## src/rtl/dmem_stack_sequencer_pkg.sv

```systemverilog
// Shared definitions for the data-memory stack sequencer: opcodes, write-data
// select encodings and the FSM state type.
package dmem_stack_sequencer_pkg;

  typedef logic [2:0] opcode_t;
  typedef logic [1:0] dsel_t;

  localparam opcode_t OP_LOAD  = 3'd0;
  localparam opcode_t OP_STORE = 3'd1;
  localparam opcode_t OP_PUSH  = 3'd2;
  localparam opcode_t OP_POP   = 3'd3;
  localparam opcode_t OP_CALL  = 3'd4;
  localparam opcode_t OP_RET   = 3'd5;
  localparam opcode_t OP_INT   = 3'd6;
  localparam opcode_t OP_RTI   = 3'd7;

  localparam dsel_t DSEL_ALU = 2'b00;
  localparam dsel_t DSEL_PCL = 2'b01;
  localparam dsel_t DSEL_PCH = 2'b10;
  localparam dsel_t DSEL_CCR = 2'b11;

  typedef enum logic [2:0] {
    ST_IDLE,
    ST_WR1,
    ST_WR2,
    ST_WR3,
    ST_RD1,
    ST_RD2,
    ST_RD3,
    ST_CAP
  } state_t;

  // Everything except LOAD/STORE addresses memory through the stack pointer.
  function automatic logic uses_stack(input opcode_t op);
    return (op != OP_LOAD) && (op != OP_STORE);
  endfunction

endpackage

```

## src/rtl/dmem_stack_sequencer_if.sv

```systemverilog
// Execute-stage request handshake plus data-memory strobes and return
// registers of the stack sequencer.
interface dmem_stack_sequencer_if;
  import dmem_stack_sequencer_pkg::*;

  logic        op_valid;
  opcode_t     op_code;
  logic        op_ready;
  logic        stall;
  logic        mem_rd;
  logic        mem_wr;
  logic        stack_sel;
  dsel_t       data_sel;
  logic [15:0] mem_rdata;
  logic [15:0] pop_data;
  logic [31:0] pc_ret;
  logic [2:0]  ccr_ret;
  logic        done;

  modport master (
    output op_valid, op_code, mem_rdata,
    input  op_ready, stall, mem_rd, mem_wr, stack_sel, data_sel,
           pop_data, pc_ret, ccr_ret, done
  );

  modport slave (
    input  op_valid, op_code, mem_rdata,
    output op_ready, stall, mem_rd, mem_wr, stack_sel, data_sel,
           pop_data, pc_ret, ccr_ret, done
  );

endinterface

```

## src/rtl/dmem_stack_sequencer.sv

```systemverilog
// Multi-cycle data-memory controller: sequences CALL/INT pushes and RET/RTI
// pops of PC and CCR, capturing popped words for fetch and the flags.
module dmem_stack_sequencer
  import dmem_stack_sequencer_pkg::*;
(
  input logic             clk,
  input logic             rst,
  dmem_stack_sequencer_if.slave bus
);

  state_t      state;
  state_t      state_next;
  opcode_t     op_q;
  logic        accept;
  logic        mem_rd;
  logic        mem_wr;
  logic        stack_sel;
  dsel_t       data_sel;
  logic        done;
  logic [15:0] pop_data_q;
  logic [31:0] pc_ret_q;
  logic [2:0]  ccr_ret_q;

  assign bus.op_ready  = (state == ST_IDLE);
  assign bus.stall     = ~bus.op_ready;
  assign accept        = bus.op_valid && bus.op_ready && rst;
  assign bus.mem_rd    = mem_rd;
  assign bus.mem_wr    = mem_wr;
  assign bus.stack_sel = stack_sel;
  assign bus.data_sel  = data_sel;
  assign bus.done      = done;
  assign bus.pop_data  = pop_data_q;
  assign bus.pc_ret    = pc_ret_q;
  assign bus.ccr_ret   = ccr_ret_q;

  // The accept cycle performs the first step of a sequence, so IDLE decodes
  // from op_code and jumps straight to the second step.
  always_comb begin
    mem_rd     = 1'b0;
    mem_wr     = 1'b0;
    stack_sel  = 1'b0;
    data_sel   = DSEL_ALU;
    done       = 1'b0;
    state_next = state;
    unique case (state)
      ST_IDLE: begin
        if (accept) begin
          stack_sel = uses_stack(bus.op_code);
          case (bus.op_code)
            OP_STORE, OP_PUSH: begin
              mem_wr = 1'b1;
              done   = 1'b1;
            end
            OP_LOAD, OP_POP: begin
              mem_rd     = 1'b1;
              state_next = ST_CAP;
            end
            OP_CALL, OP_INT: begin
              mem_wr     = 1'b1;
              data_sel   = DSEL_PCH;
              state_next = ST_WR2;
            end
            default: begin
              mem_rd     = 1'b1;
              state_next = ST_RD2;
            end
          endcase
        end
      end
      ST_WR1: begin
        mem_wr     = 1'b1;
        stack_sel  = 1'b1;
        data_sel   = DSEL_PCH;
        state_next = ST_WR2;
      end
      ST_WR2: begin
        mem_wr    = 1'b1;
        stack_sel = 1'b1;
        data_sel  = DSEL_PCL;
        if (op_q == OP_INT) begin
          state_next = ST_WR3;
        end else begin
          done       = 1'b1;
          state_next = ST_IDLE;
        end
      end
      ST_WR3: begin
        mem_wr     = 1'b1;
        stack_sel  = 1'b1;
        data_sel   = DSEL_CCR;
        done       = 1'b1;
        state_next = ST_IDLE;
      end
      ST_RD1: begin
        mem_rd     = 1'b1;
        stack_sel  = 1'b1;
        state_next = ST_RD2;
      end
      ST_RD2: begin
        mem_rd     = 1'b1;
        stack_sel  = 1'b1;
        state_next = (op_q == OP_RTI) ? ST_RD3 : ST_CAP;
      end
      ST_RD3: begin
        mem_rd     = 1'b1;
        stack_sel  = 1'b1;
        state_next = ST_CAP;
      end
      ST_CAP: begin
        done       = 1'b1;
        state_next = ST_IDLE;
      end
    endcase
  end

  // Each popped word arrives the cycle after its read; the latched opcode
  // picks which return register it lands in.
  always_ff @(posedge clk or negedge rst) begin
    if (!rst) begin
      state      <= ST_IDLE;
      op_q       <= OP_LOAD;
      pop_data_q <= '0;
      pc_ret_q   <= '0;
      ccr_ret_q  <= '0;
    end else begin
      state <= state_next;
      if (accept) begin
        op_q <= bus.op_code;
      end
      unique case (state)
        ST_RD2: begin
          if (op_q == OP_RTI) begin
            ccr_ret_q <= bus.mem_rdata[2:0];
          end else begin
            pc_ret_q[15:0] <= bus.mem_rdata;
          end
        end
        ST_RD3: pc_ret_q[15:0] <= bus.mem_rdata;
        ST_CAP: begin
          if ((op_q == OP_LOAD) || (op_q == OP_POP)) begin
            pop_data_q <= bus.mem_rdata;
          end else begin
            pc_ret_q[31:16] <= bus.mem_rdata;
          end
        end
        default: ;
      endcase
    end
  end

endmodule

```

## src/flat_wrapper.sv

```systemverilog
// flat-port wrapper written by rule: the top's interface ports become plain ports
module dmem_stack_sequencer_flat import dmem_stack_sequencer_pkg::*;
  (clk, rst, bus_op_valid, bus_op_code, bus_mem_rdata, bus_op_ready, bus_stall, bus_mem_rd, bus_mem_wr, bus_stack_sel, bus_data_sel, bus_pop_data, bus_pc_ret, bus_ccr_ret, bus_done);
  dmem_stack_sequencer_if bus_i ();
  input logic clk;
  input logic rst;
  input wire logic [$bits(bus_i.op_valid)-1:0] bus_op_valid;
  input wire logic [$bits(bus_i.op_code)-1:0] bus_op_code;
  input wire logic [$bits(bus_i.mem_rdata)-1:0] bus_mem_rdata;
  output wire logic [$bits(bus_i.op_ready)-1:0] bus_op_ready;
  output wire logic [$bits(bus_i.stall)-1:0] bus_stall;
  output wire logic [$bits(bus_i.mem_rd)-1:0] bus_mem_rd;
  output wire logic [$bits(bus_i.mem_wr)-1:0] bus_mem_wr;
  output wire logic [$bits(bus_i.stack_sel)-1:0] bus_stack_sel;
  output wire logic [$bits(bus_i.data_sel)-1:0] bus_data_sel;
  output wire logic [$bits(bus_i.pop_data)-1:0] bus_pop_data;
  output wire logic [$bits(bus_i.pc_ret)-1:0] bus_pc_ret;
  output wire logic [$bits(bus_i.ccr_ret)-1:0] bus_ccr_ret;
  output wire logic [$bits(bus_i.done)-1:0] bus_done;
  assign bus_i.op_valid = bus_op_valid;
  assign bus_i.op_code = bus_op_code;
  assign bus_i.mem_rdata = bus_mem_rdata;
  assign bus_op_ready = bus_i.op_ready;
  assign bus_stall = bus_i.stall;
  assign bus_mem_rd = bus_i.mem_rd;
  assign bus_mem_wr = bus_i.mem_wr;
  assign bus_stack_sel = bus_i.stack_sel;
  assign bus_data_sel = bus_i.data_sel;
  assign bus_pop_data = bus_i.pop_data;
  assign bus_pc_ret = bus_i.pc_ret;
  assign bus_ccr_ret = bus_i.ccr_ret;
  assign bus_done = bus_i.done;
  dmem_stack_sequencer u_core (.clk(clk), .rst(rst), .bus(bus_i));
endmodule
```

## config.mk

```make
export PLATFORM = sky130hd
export DESIGN_NAME = dmem_stack_sequencer_flat
export DESIGN_NICKNAME = d
export VERILOG_FILES = /design/src/rtl/dmem_stack_sequencer_pkg.sv /design/src/rtl/dmem_stack_sequencer_if.sv /design/src/rtl/dmem_stack_sequencer.sv /design/src/flat_wrapper.sv
export SDC_FILE = /design/constraint.sdc
export NUM_CORES = 1
export LEC_CHECK = 0
export CAP_MARGIN = 20
export CELL_PAD_IN_SITES_DETAIL_PLACEMENT = 2
export CELL_PAD_IN_SITES_GLOBAL_PLACEMENT = 2
export CORE_ASPECT_RATIO = 0.8
export CORE_MARGIN = 2
export CORE_UTILIZATION = 26
export DETAILED_ROUTE_END_ITERATION = 16
export PLACE_DENSITY_LB_ADDON = 0.1
export SYNTH_ARGS = -nofsm -noshare
export SYNTH_HDL_FRONTEND = slang
export SYNTH_SLANG_ARGS = --single-unit
```

## constraint.sdc

```tcl
create_clock -name clk -period 1.6 [get_ports clk]
set_input_delay 0.48 -clock clk [delete_from_list [all_inputs] [get_ports clk]]
set_output_delay 0.48 -clock clk [all_outputs]
set_load 0.01 [all_outputs]
```

# == Yosys cells after proc, flatten, opt, wreduce, memory -nomap -nowiden ==
# Cells that the tools add are included.
# word_totals
regBits,57
input_bits,22
out_inout_bits,59
elab_cells,71
# classes
n_eq_ne,19
muxes,22
bitwise_logic,2
reduce_logical,22
# ops
cell,count
$pmux 16 s2,1
$eq 3x3->1 const B,8
$pmux 3 s7,1
$mux 16,1
$eq 3x2->1 const B,5
$reduce_and 2->1,5
$logic_not 3->1,3
$mux 1,9
$pmux 3 s3,1
$pmux 2 s4,1
$reduce_or 2->1,4
$eq 3x1->1 const B,2
$mux 2,3
$ne 2x2->1 const B,3
$pmux 1 s2,3
$reduce_or 3->1,2
$reduce_or 6->1,1
$reduce_or 4->1,1
$logic_and 1x1->1,3
$mux 3,1
$ne 3x1->1 const B,1
$pmux 1 s3,1
$reduce_bool 3->1,1
$not 1->1,2
2 further kinds,2

# == Depth between registers and ports, before layout ==
# Gate-level depths: netlist (run 1).
# depth
ltp_word,5
mapped_depth,6
mapped_depth_nobuf,4

# == Least setup slack after synthesis (run 1) ==
# OpenSTA, ideal clock, no wires.
# synth_timing
path_kind,register to output
start,register u_core.state[2]
end,output port bus_stack_sel
arrival_time_ps,1513
required_time_ps,1120
setup_slack_ps,-393
path_stages_with_launch,7
path_buffers,2
path_cell_list,dfrtp_1 -> buf_2 -> nor3_2 -> and3_1 -> buf_2 -> o21ai_0 -> a21oi_1
# synth_via
elab_chain_cells,5
elab_cells_between_ends,12
classes_between,6 x eq/ne; 2 x mux; 4 x reduce/logical
# synth_rtl
item,line,source
start: declaration,dmem_stack_sequencer.sv:11,state_t state;
start signal: assignment,dmem_stack_sequencer.sv:126,state <= state_next;
$logic_not 3->1 *,dmem_stack_sequencer.sv:24,assign bus.op_ready = (state == ST_IDLE);
via bus_op_ready,flat_wrapper.sv:10,output wire logic [$bits(bus_i.op_ready)-1:0] bus_op_ready;
$logic_and 1x1->1 (2 in series),dmem_stack_sequencer.sv:26,assign accept = bus.op_valid && bus.op_ready && rst;
$mux 1,dmem_stack_sequencer.sv:47,if (accept) begin
$pmux 1 s2 *,dmem_stack_sequencer.sv:45,unique case (state)
end: declaration,flat_wrapper.sv:14,output wire logic [$bits(bus_i.stack_sel)-1:0] bus_stack_sel;
# Mark *: on every way through the listed nets, which the timed path passes. The rest lies on a longest branch.

# == Worst setup path after layout (run 1) ==
# layout_timing
start,register u_core.state[1]
end,output port bus_stack_sel
# layout_via
elab_chain_cells,5
elab_cells_between_ends,12
classes_between,6 x eq/ne; 2 x mux; 4 x reduce/logical
# layout_rtl
item,line
$logic_not 3->1,"dmem_stack_sequencer.sv:24, dmem_stack_sequencer.sv:45"
$logic_and 1x1->1 (2 in series),dmem_stack_sequencer.sv:26
$mux 1,dmem_stack_sequencer.sv:47
$pmux 1 s2 *,dmem_stack_sequencer.sv:45
# Every way passes the cells marked *; elsewhere a longest branch is shown, timed or not.

==> results.md, run 1 <==
Route:
- Across all layers, the routed design uses 1910 vias.
- The first detailed-routing pass ran for 6 iterations.
- The wire length per cell is 19.6 um.
- For this block, the initial DRC count from the detailed router was 62.
- After detailed routing, the total wire length is 8310 um.
- In the routed design, unresolved DRC markers number 0.
- The detail route stage leaves a number of antenna-violating nets equal to 0.
- The per-cell via count in the routed design is 4.52.

STA:
- Setup slack on the critical path of the routed design comes to -0.555 ns.
- Timing would allow up to 464 MHz.
- The sum of negative setup slack is -16.87 ns.
- The worst pin sits at a relative slew slack of 64.0%.
- For the final database, setup skew stands at 0.00659 ns.
- The period utilization is 135%.
- The routed design could run at a clock period as short as 2.16 ns.
- The transition time at the pin with the least slew margin is 0.540 ns.
- The count of final setup violators is 60.
- The max-slew violation total from the final report is 0.
- The final-report hold violation count is 0.
- Setup repair after global routing could not meet its margin everywhere.

Placed design:
- Summed over all nets, the half-perimeter wirelength after detailed placement is 4770 um.
- The global placer's final weighted congestion is 0.718.
- The count of port buffers added during placement is 80.

Synth:
- The number of cells produced by synthesis is 168.
- The sequential area share after synthesis is 60.3%.
- The total of warnings raised by yosys is 0.
- The number of nets handed over by synthesis was 190.
- The area of the mapped netlist is 0.00236 sq mm.
- The synthesized netlist contains 28 unique library cells.
- The average size of a mapped cell is 14.1 sq um.
- The register bit total from synthesis is 57.

Worst setup path:
- The buffers plus inverters on the worst setup path is 2.
- In this design, the stage delay of the slowest critical-path cell is 0.41 ns.
- Along the worst path, the maximum fanout reaches 4.
- The type of origin of the critical path is a register.
- The launch point of the worst reg-to-reg path is u_core.state[0].
- The worst setup path is captured at an output port.
- The setup path with the least slack is of type reg -> out.
- The most critical setup path has its startpoint at u_core.state[1].
- The master of the slowest instance on the critical path is dfrtp_1.
- The critical path goes through nor3_4 -> and3_4 -> buf_6 -> o21ai_2 -> a21oi_1 -> buf_2.
- The critical path required time is 1.12 ns.
- The category of cells accounting for the largest share of critical-path delay is simple AND/OR/NAND/NOR gates.
- Data on the critical path arrives at its endpoint at 1.68 ns.

Clock network:
- The number of buffers added by the clock tree synthesis step is 9.
- The TritonCTS clock tree is done.
- The longest clock path from root to sink contains 2 buffers.
- Clock tree synthesis selected as its root buffer the cell clkbuf_16.
- After clock tree synthesis, the clock-pin slew on the worst setup and hold paths is 0.05 ns.
- The number of hold-repair buffers added at the cts stage is 0.
- The H-tree was split into 3 levels.
- The clock sink count is 57.
- The clock insertion delay at the later pin of the skew report is 0.32 ns.

Floorplan:
- The initial core utilization is 26.4%.
- In this run the vertical extent of the chip is 89.3 um.
- The standard cell core area is 0.00896 sq mm.
- In this run the core area contains 31 standard-cell rows.
- The die footprint is 0.00988 sq mm.
- The I/O pin count is 81.
- The die is 111 um wide.

Finish:
- 0 antenna diodes ended up in the layout.
- The layout cell share with drive strength beyond 1 is 47.1%.
- Relative to the synthesized area, the layout overhead comes to 81.6%.
- Leaving out fill and tap cells, the most frequent cell in the layout is dfrtp_1.
- In the layout the commonest cells are dfrtp_1 (57), dlygate4sd2_1 (55), mux2_4 (51).
- The number of nets in the final layout is 325.
- The final design utilization is 47.9%.

Pwr:
- IR analysis of the VDD net gives a maximum drop of 630 uV.
- The standby leakage power is 0.00214 uW.
- For this design the ratio of total power to cell area is 2060 mW/mm^2.

Global routing:
- Global routing used 16.2% of the available tracks across all layers.
- The initial antenna violation count is 0.
- The first-pass GRT wire length is 11900 um.
- The via count of the first global-routing pass is 2056.
- Global routing finished with a remaining overflow of 0.
- Entering global routing, the biggest net connects 59 pins.

Worst hold path:
- The worst hold path belongs to the class in -> async.

Run status:
- The checks that failed: negative setup slack.
- The flow ran to the end, but the final reports show violations.

Run:
- The max-capacitance violation count is 0.
==> cell families after synthesis <==
kind of cell / Yosys count / synth area share (%)
mux: 51 / 24.3
buf+inv: 11 / 2.96
flops: 57 / 60.3
compound gates: 18 / 4.92
xor+xnor: 4 / 1.48
simple gates: 27 / 6.03
==> cell usage after synthesis, drive strengths merged <==
master | count | area [sq um]
nand2 | 11 | 41.3
o21ai | 8 | 43.8
xor2 | 2 | 17.5
nor2 | 3 | 11.3
buf | 8 | 58.8
a21o | 1 | 7.51
o31a | 1 | 8.76
nor3b | 2 | 20.0
o211a | 1 | 10.0
nand2b | 2 | 12.5
a41o | 1 | 10.0
or3 | 1 | 6.26
a31oi | 3 | 18.8
inv | 3 | 11.3
nor3 | 2 | 15.0
a21oi | 2 | 10.0
mux2 | 51 | 574
xnor2 | 2 | 17.5
and3 | 3 | 18.8
nor2b | 2 | 12.5
a211oi | 1 | 7.51
dfrtp | 57 | 1430
nand3 | 1 | 5.00
==> tightest hold or removal path: cells and delay by family <==
family	cells	cell delay (ns)
buffers and inverters	3	0.67
==> path summary, 6_finish.rpt <==
kind                                         end  slack (ns)  cells after the start
setup / recovery                   bus_stack_sel       -0.56                      6
hold / removal              u_core.bus.pc_ret[7]        0.38                      3
setup reg to reg            u_core.bus.pc_ret[6]       -0.33                      9
hold reg to reg            u_core.bus.pc_ret[31]        0.50                      1
max in group asynchronous        u_core.state[1]        0.82                      3
min in group clk           u_core.bus.pc_ret[31]        0.50                      1
==> report_power, final <==
part / internal, uW / switching [uW] / total, uW
registers: 2160 / 434 / 2590
clock network: 1190 / 647 / 1840
logic: 2630 / 1800 / 4430
==> per-stage QoR <==
step	setup slack, ns	area [sq um]	std cells	total power (uW)	hold slack, ns
floorplan	-0.243	2400	168	4160	0.184
global placement	-0.916	3530	383	6290	0.487
detailed placement	-0.954	3530	383	6370	0.495
CTS	-0.512	4070	417	8290	0.434
global route	-0.614	4300	423	9420	0.442
finish	-0.555	4300	423	8870	0.384
==> routing by layer <==
metal  track usage, %  share of wire [%]  vias to the layer above
met5                0                  0                        -
li1                 -                  -                      862
met3             5.56                5.1                        4
met4             4.43               0.66                        0
met1             21.2                 45                      988
met2             26.0                 49                       56
==> state kept, by name (all words and copies together), names as in the netlist <==
name / flops
u_core.bus.pc_ret: 32
u_core.op_q: 3
u_core.bus.ccr_ret: 3
u_core.state: 3
u_core.bus.pop_data: 16
==> cell type report <==
type	instances	area, sq um
fillers	875	4660
flip-flops and latches	57	1430
repair buffers	132	1260
multi-input cells	100	1160
clock buffers	10	229
well taps	115	144
clock inverters	6	58.8
inverters	3	11.3
==> what timing repair did <==
action | 4_1_cts | 5_1_grt
cloned | 3 | 0
setup endpoints to repair | 111 | 59
endpoints found under the hold margin | 0 | 0
resized for setup | 119 | 70
pin swaps | 10 | 7
buffers inserted | 17 | 10
Note: power is estimated with default switching activity, not from simulation.
==> inputs of run 2 (changes only) <==
--- a/config.mk
+++ b/config.mk
@@ -5,12 +5,13 @@
 export SDC_FILE = /design/constraint.sdc
 export NUM_CORES = 1
 export LEC_CHECK = 0
+export ABC_AREA = 1
 export CAP_MARGIN = 20
 export CELL_PAD_IN_SITES_DETAIL_PLACEMENT = 2
 export CELL_PAD_IN_SITES_GLOBAL_PLACEMENT = 2
 export CORE_ASPECT_RATIO = 0.8
 export CORE_MARGIN = 2
-export CORE_UTILIZATION = 26
+export CORE_UTILIZATION = 27
 export DETAILED_ROUTE_END_ITERATION = 16
 export PLACE_DENSITY_LB_ADDON = 0.1
 export SYNTH_ARGS = -nofsm -noshare
==> constraint.sdc (replaced) <==
create_clock -name clk -period 2.4 [get_ports clk]
set_input_delay 0.72 -clock clk [delete_from_list [all_inputs] [get_ports clk]]
set_output_delay 0.72 -clock clk [all_outputs]
set_load 0.01 [all_outputs]
==> results.md, run 2 <==
Clock network:
- The clock transition time at the flip-flop clock pins of the worst setup and hold paths is 0.05 ns (about the same).
- The TritonCTS clock tree is done (unchanged).
- The clock root buffer master is clkbuf_16 (unchanged).
- The number of buffers added by the clock tree synthesis step is 9 (unchanged).
- The clock sink count is 57 (unchanged).
- The number of levels the H-tree was split into is 3 (unchanged).
- The clock insertion delay at the later pin of the skew report was 0.32 ns (about the same).
- The deepest clock path buffer count was 2 (unchanged).

STA:
- The setup slack of the critical path after layout is 0.0789 ns (was -0.555 ns).
- The worst-case clock skew is 0.00534 ns (was 0.00659 ns).
- The count of final setup violators was 0 (was 60).
- The max-slew violation total from the final report is 0 (unchanged).
- The sum of negative setup slack is 0 ns (was -16.87 ns).
- Setup repair after global routing missed its margin: true (unchanged).
- The normalized max-slew margin is 50.8% (was 64.0%).
- The timing-limited maximum frequency is 431 MHz.
- The period utilization is 96.7%.
- The final-report hold violation count is 0 (unchanged).
- The transition time at the pin with the least slew margin is 0.738 ns (was 0.540 ns).
- The routed design could run at a clock period as short as 2.32 ns.

Global routing:
- The total grt overflow is 0 (unchanged).
- The initial antenna violation count is 0 (unchanged).
- The via count of the first global-routing pass is 2310 (was 2056).
- The all-layer global routing usage is 16.1% (was 16.2%).
- The maximum number of pins on one net before global-route repair was 58 (was 59).
- The first-pass GRT wire length was 12600 um (was 11900 um).

Finish:
- The number of nets in the final layout is 386 (was 325).
- The post-route non-filler standard cell count is 484 (was 423).
- The design area came to 0.00383 sq mm (was 0.00430 sq mm).
- The area growth from synthesis to layout came to 52.6% (was 81.6%).
- The diode insertion count for antenna repair is 0 (unchanged).
- The layout cell share with drive strength beyond 1 came to 23.3% (was 47.1%).
- Top library cells by usage in the layout, fill and taps aside: clkdlybuf4s50_1 (69), nand2_1 (61), dfrtp_1 (57) (was dfrtp_1 (57), dlygate4sd2_1 (55), mux2_4 (51)).
- The most common cell after layout, fill and taps aside is clkdlybuf4s50_1 (was dfrtp_1).
- The number of flip-flops under the largest register name is 32 (unchanged).

Route:
- The DRC violation total after the first TritonRoute iteration came to 98 (was 62).
- The wire length per cell is 15.8 um (was 19.6 um).
- The per-cell via count in the routed design was 4.47 (was 4.52).
- The residual antenna-violating net count after detailed routing is 0 (unchanged).
- The total iterations of the first detailed-routing run came to 4 (was 6).
- The via total after detailed routing is 2164 (was 1910).
- The total wire length after detailed routing is 7640 um (was 8310 um).
- The number of remaining DRC errors is 0 (unchanged).

Placed design:
- The post-placement worst setup slack was -0.760 ns (was -0.954 ns).
- The number of placed cells counting well taps is 465 (was 383).
- The half-perimeter wire length after placement is 5260 um (was 4770 um).
- The count of port buffers added during placement is 80 (unchanged).
- The cell area after placement is 0.00346 sq mm (was 0.00353 sq mm).
- The global placer's final weighted congestion is 0.760 (was 0.718).

Synth:
- The number of cells produced by synthesis was 266 (was 168).
- The most common cell in the synthesized netlist was nand2_1 (was dfrtp_1).
- The portion of netlist area occupied by mux cells is 0% (was 24.3%).
- The sequential area share after synthesis is 56.8% (was 60.3%).
- The complex-gate fraction of the synthesized area is 14.8% (was 4.92%).
- The area share of and/or/nand/nor cells after synthesis is 19.9% (was 6.03%).
- The area of the mapped netlist is 0.00251 sq mm (was 0.00236 sq mm).
- Leading cell types by total area after synthesis: dfrtp_1 (57%), nand2_1 (9.7%), o21ai_2 (5.6%) (was dfrtp_1 (60%), mux2_2 (24%), nand2_1 (1.7%)).
- The dominant combinational cell family by area after synthesis is simple AND/OR/NAND/NOR gates (was multiplexers).
- The cell type with the largest total area after synthesis is dfrtp_1 (unchanged).
- The adder-cell area share of the yosys netlist is 0% (unchanged).
- The xor/xnor cell area share of the yosys netlist is 0% (was 1.48%).
- The total nets after synthesis is 288 (was 190).
- The top cell type's share of synthesized area is 56.8% (was 60.3%).
- The total of warnings raised by yosys was 0 (unchanged).
- The proportion of synthesized flip-flops having asynchronous set or reset is 100% (unchanged).
- The most used flip-flop cell after synthesis is dfrtp_1 (unchanged).
- The number of distinct library cell variants in the gate-level netlist after synthesis is 22 (was 28).
- The register bit total from synthesis is 57 (unchanged).
- List of most frequent post-synthesis cells: nand2_1 (65), dfrtp_1 (57), inv_1 (29), o21ai_1 (19), nor2_1 (18) (was dfrtp_1 (57), mux2_2 (51), nand2_1 (11), o21ai_0 (6), buf_2 (5)).
- The average size of a mapped cell is 9.45 sq um (was 14.1 sq um).
- The number of enable-type register cells in the synthesized netlist is 0 (unchanged).

Floorplan:
- The standard cell core area is 0.00904 sq mm (was 0.00896 sq mm).
- The number of placement rows is 31 (unchanged).
- The initial core utilization came to 27.8% (was 26.4%).
- The die footprint is 0.0101 sq mm (was 0.00988 sq mm).
- The I/O pin count is 81 (unchanged).
- The die boundary width is 112 um (was 111 um).
- The y dimension of the die came to 90.3 um (was 89.3 um).

Pwr:
- The standby leakage power is 0.00178 uW (was 0.00214 uW).
- The worst voltage drop across the vdd grid is 533 uV (was 630 uV).
- The power density of the placed cells was 1510 mW/mm^2 (was 2060 mW/mm^2).

Worst setup path:
- The buffers plus inverters on the worst setup path is 3 (was 2).
- The critical path class is in -> out (was reg -> out).
- The largest fanout on the critical path is 3 (was 4).
- The type of element capturing the critical path is an output port (unchanged).
- The type of origin of the critical path is an input pin (was register).
- The largest stage delay on the critical path is 0.23 ns (was 0.41 ns).
- The critical path required time is 1.68 ns (was 1.12 ns).
- The category of cells accounting for the largest share of critical-path delay is buffers and inverters (was simple AND/OR/NAND/NOR gates).
- The master of the slowest instance on the critical path is dlygate4sd2_1 (was dfrtp_1).
- Chain of cells forming the critical path: dlygate4sd2_1 -> inv_1 -> nand2_1 -> nand2_2 -> nand2_2 -> nand2_2 -> o21ai_2 -> buf_2 (was nor3_4 -> and3_4 -> buf_6 -> o21ai_2 -> a21oi_1 -> buf_2).
- The arrival time reported for the critical path endpoint was 1.60 ns (was 1.68 ns).
- The cell seen most often among critical-path stages is nand2_2.

Worst hold path:
- The type of the most critical hold path is reg -> reg (was in -> async).

Run:
- The max-capacitance violation count came to 0 (unchanged).

Run status:
- Result of the run: finished clean (was complete, but fails checks).
-- run 2: cell count changes after synthesis, moves of 7 or more --
cell | previous run | this run
a21oi_1 | 2 | 11
nor2_2 | 0 | 8
inv_1 | 3 | 29
o21ai_2 | 1 | 16
o21ai_1 | 1 | 19
mux2_2 | 51 | 0
nand3_1 | 1 | 8
nand2_1 | 11 | 65
nor2_1 | 3 | 18
-- run 2: final timing paths --
path                                          from                       to  slack (ns)  depth (start not counted)
min in group asynchronous                      rst          u_core.state[2]        0.61                          2
hold / removal             u_core.bus.pop_data[12]  u_core.bus.pop_data[12]        0.48                          2
max in group asynchronous                      rst    u_core.bus.pc_ret[20]        1.30                          2
setup reg to reg                   u_core.state[2]    u_core.bus.pc_ret[13]        0.78                          7
hold reg to reg            u_core.bus.pop_data[12]  u_core.bus.pop_data[12]        0.48                          2
setup / recovery                    bus_op_code[0]               bus_mem_rd        0.08                          8
-- run 2: kinds of logic (layout without fill, tap and decap cells) --
logic type,after synthesis,count (layout)
buf+inv,41,144
flops,57,57
simple gates,110,110
compound gates,58,58
-- run 2: tightest hold or removal path, stage by stage (launching register included) --
cell and delay [ns]:
dfrtp_1 0.34, nand2_1 0.06, o21ai_2 0.05
-- run 2: report_power, final --
group	switching (uW)	internal, uW	leakage (uW)
Clock	443	1040	0.000166
Combinational	1290	1310	0.000974
Sequential	277	1440	0.000645
-- run 2: layout make-up --
cell class | count | area (sq um)
fillers | 999 | 5200
flip-flops and latches | 57 | 1430
repair buffers | 98 | 907
multi-input cells | 168 | 895
clock buffers | 11 | 243
well taps | 115 | 144
inverters | 30 | 116
clock inverters | 5 | 103
-- run 2: timing repair --
action,in CTS,in global routing
resized for setup,35,3
cloned,0,0
hold buffers,0,0
pin swaps,4,1
endpoints found under the setup margin,6,2
buffers inserted,3,0
-- run 2: stage by stage --
| stage | hold WS (ns) | power (uW) | util, % |
|---|---|---|---|
| global route | 0.503 | 6230 | 42.4 |
| global placement | 0.455 | 4280 | 38.3 |
| floorplan | 0.424 | 2960 | - |
| detailed placement | 0.469 | 4370 | 38.3 |
| finish | 0.479 | 5800 | 42.4 |
| CTS | 0.483 | 5890 | 42.3 |
-- run 2: metal layers --
layer	GRT usage [%]	vias up	share of wire (%)	routed length (um)
li1	-	1040	-	-
met1	21.3	1068	46	3480
met2	25.1	51	47	3610
met3	6.31	5	6.3	480
met4	3.70	0	0.89	68
met5	0	-	0	0
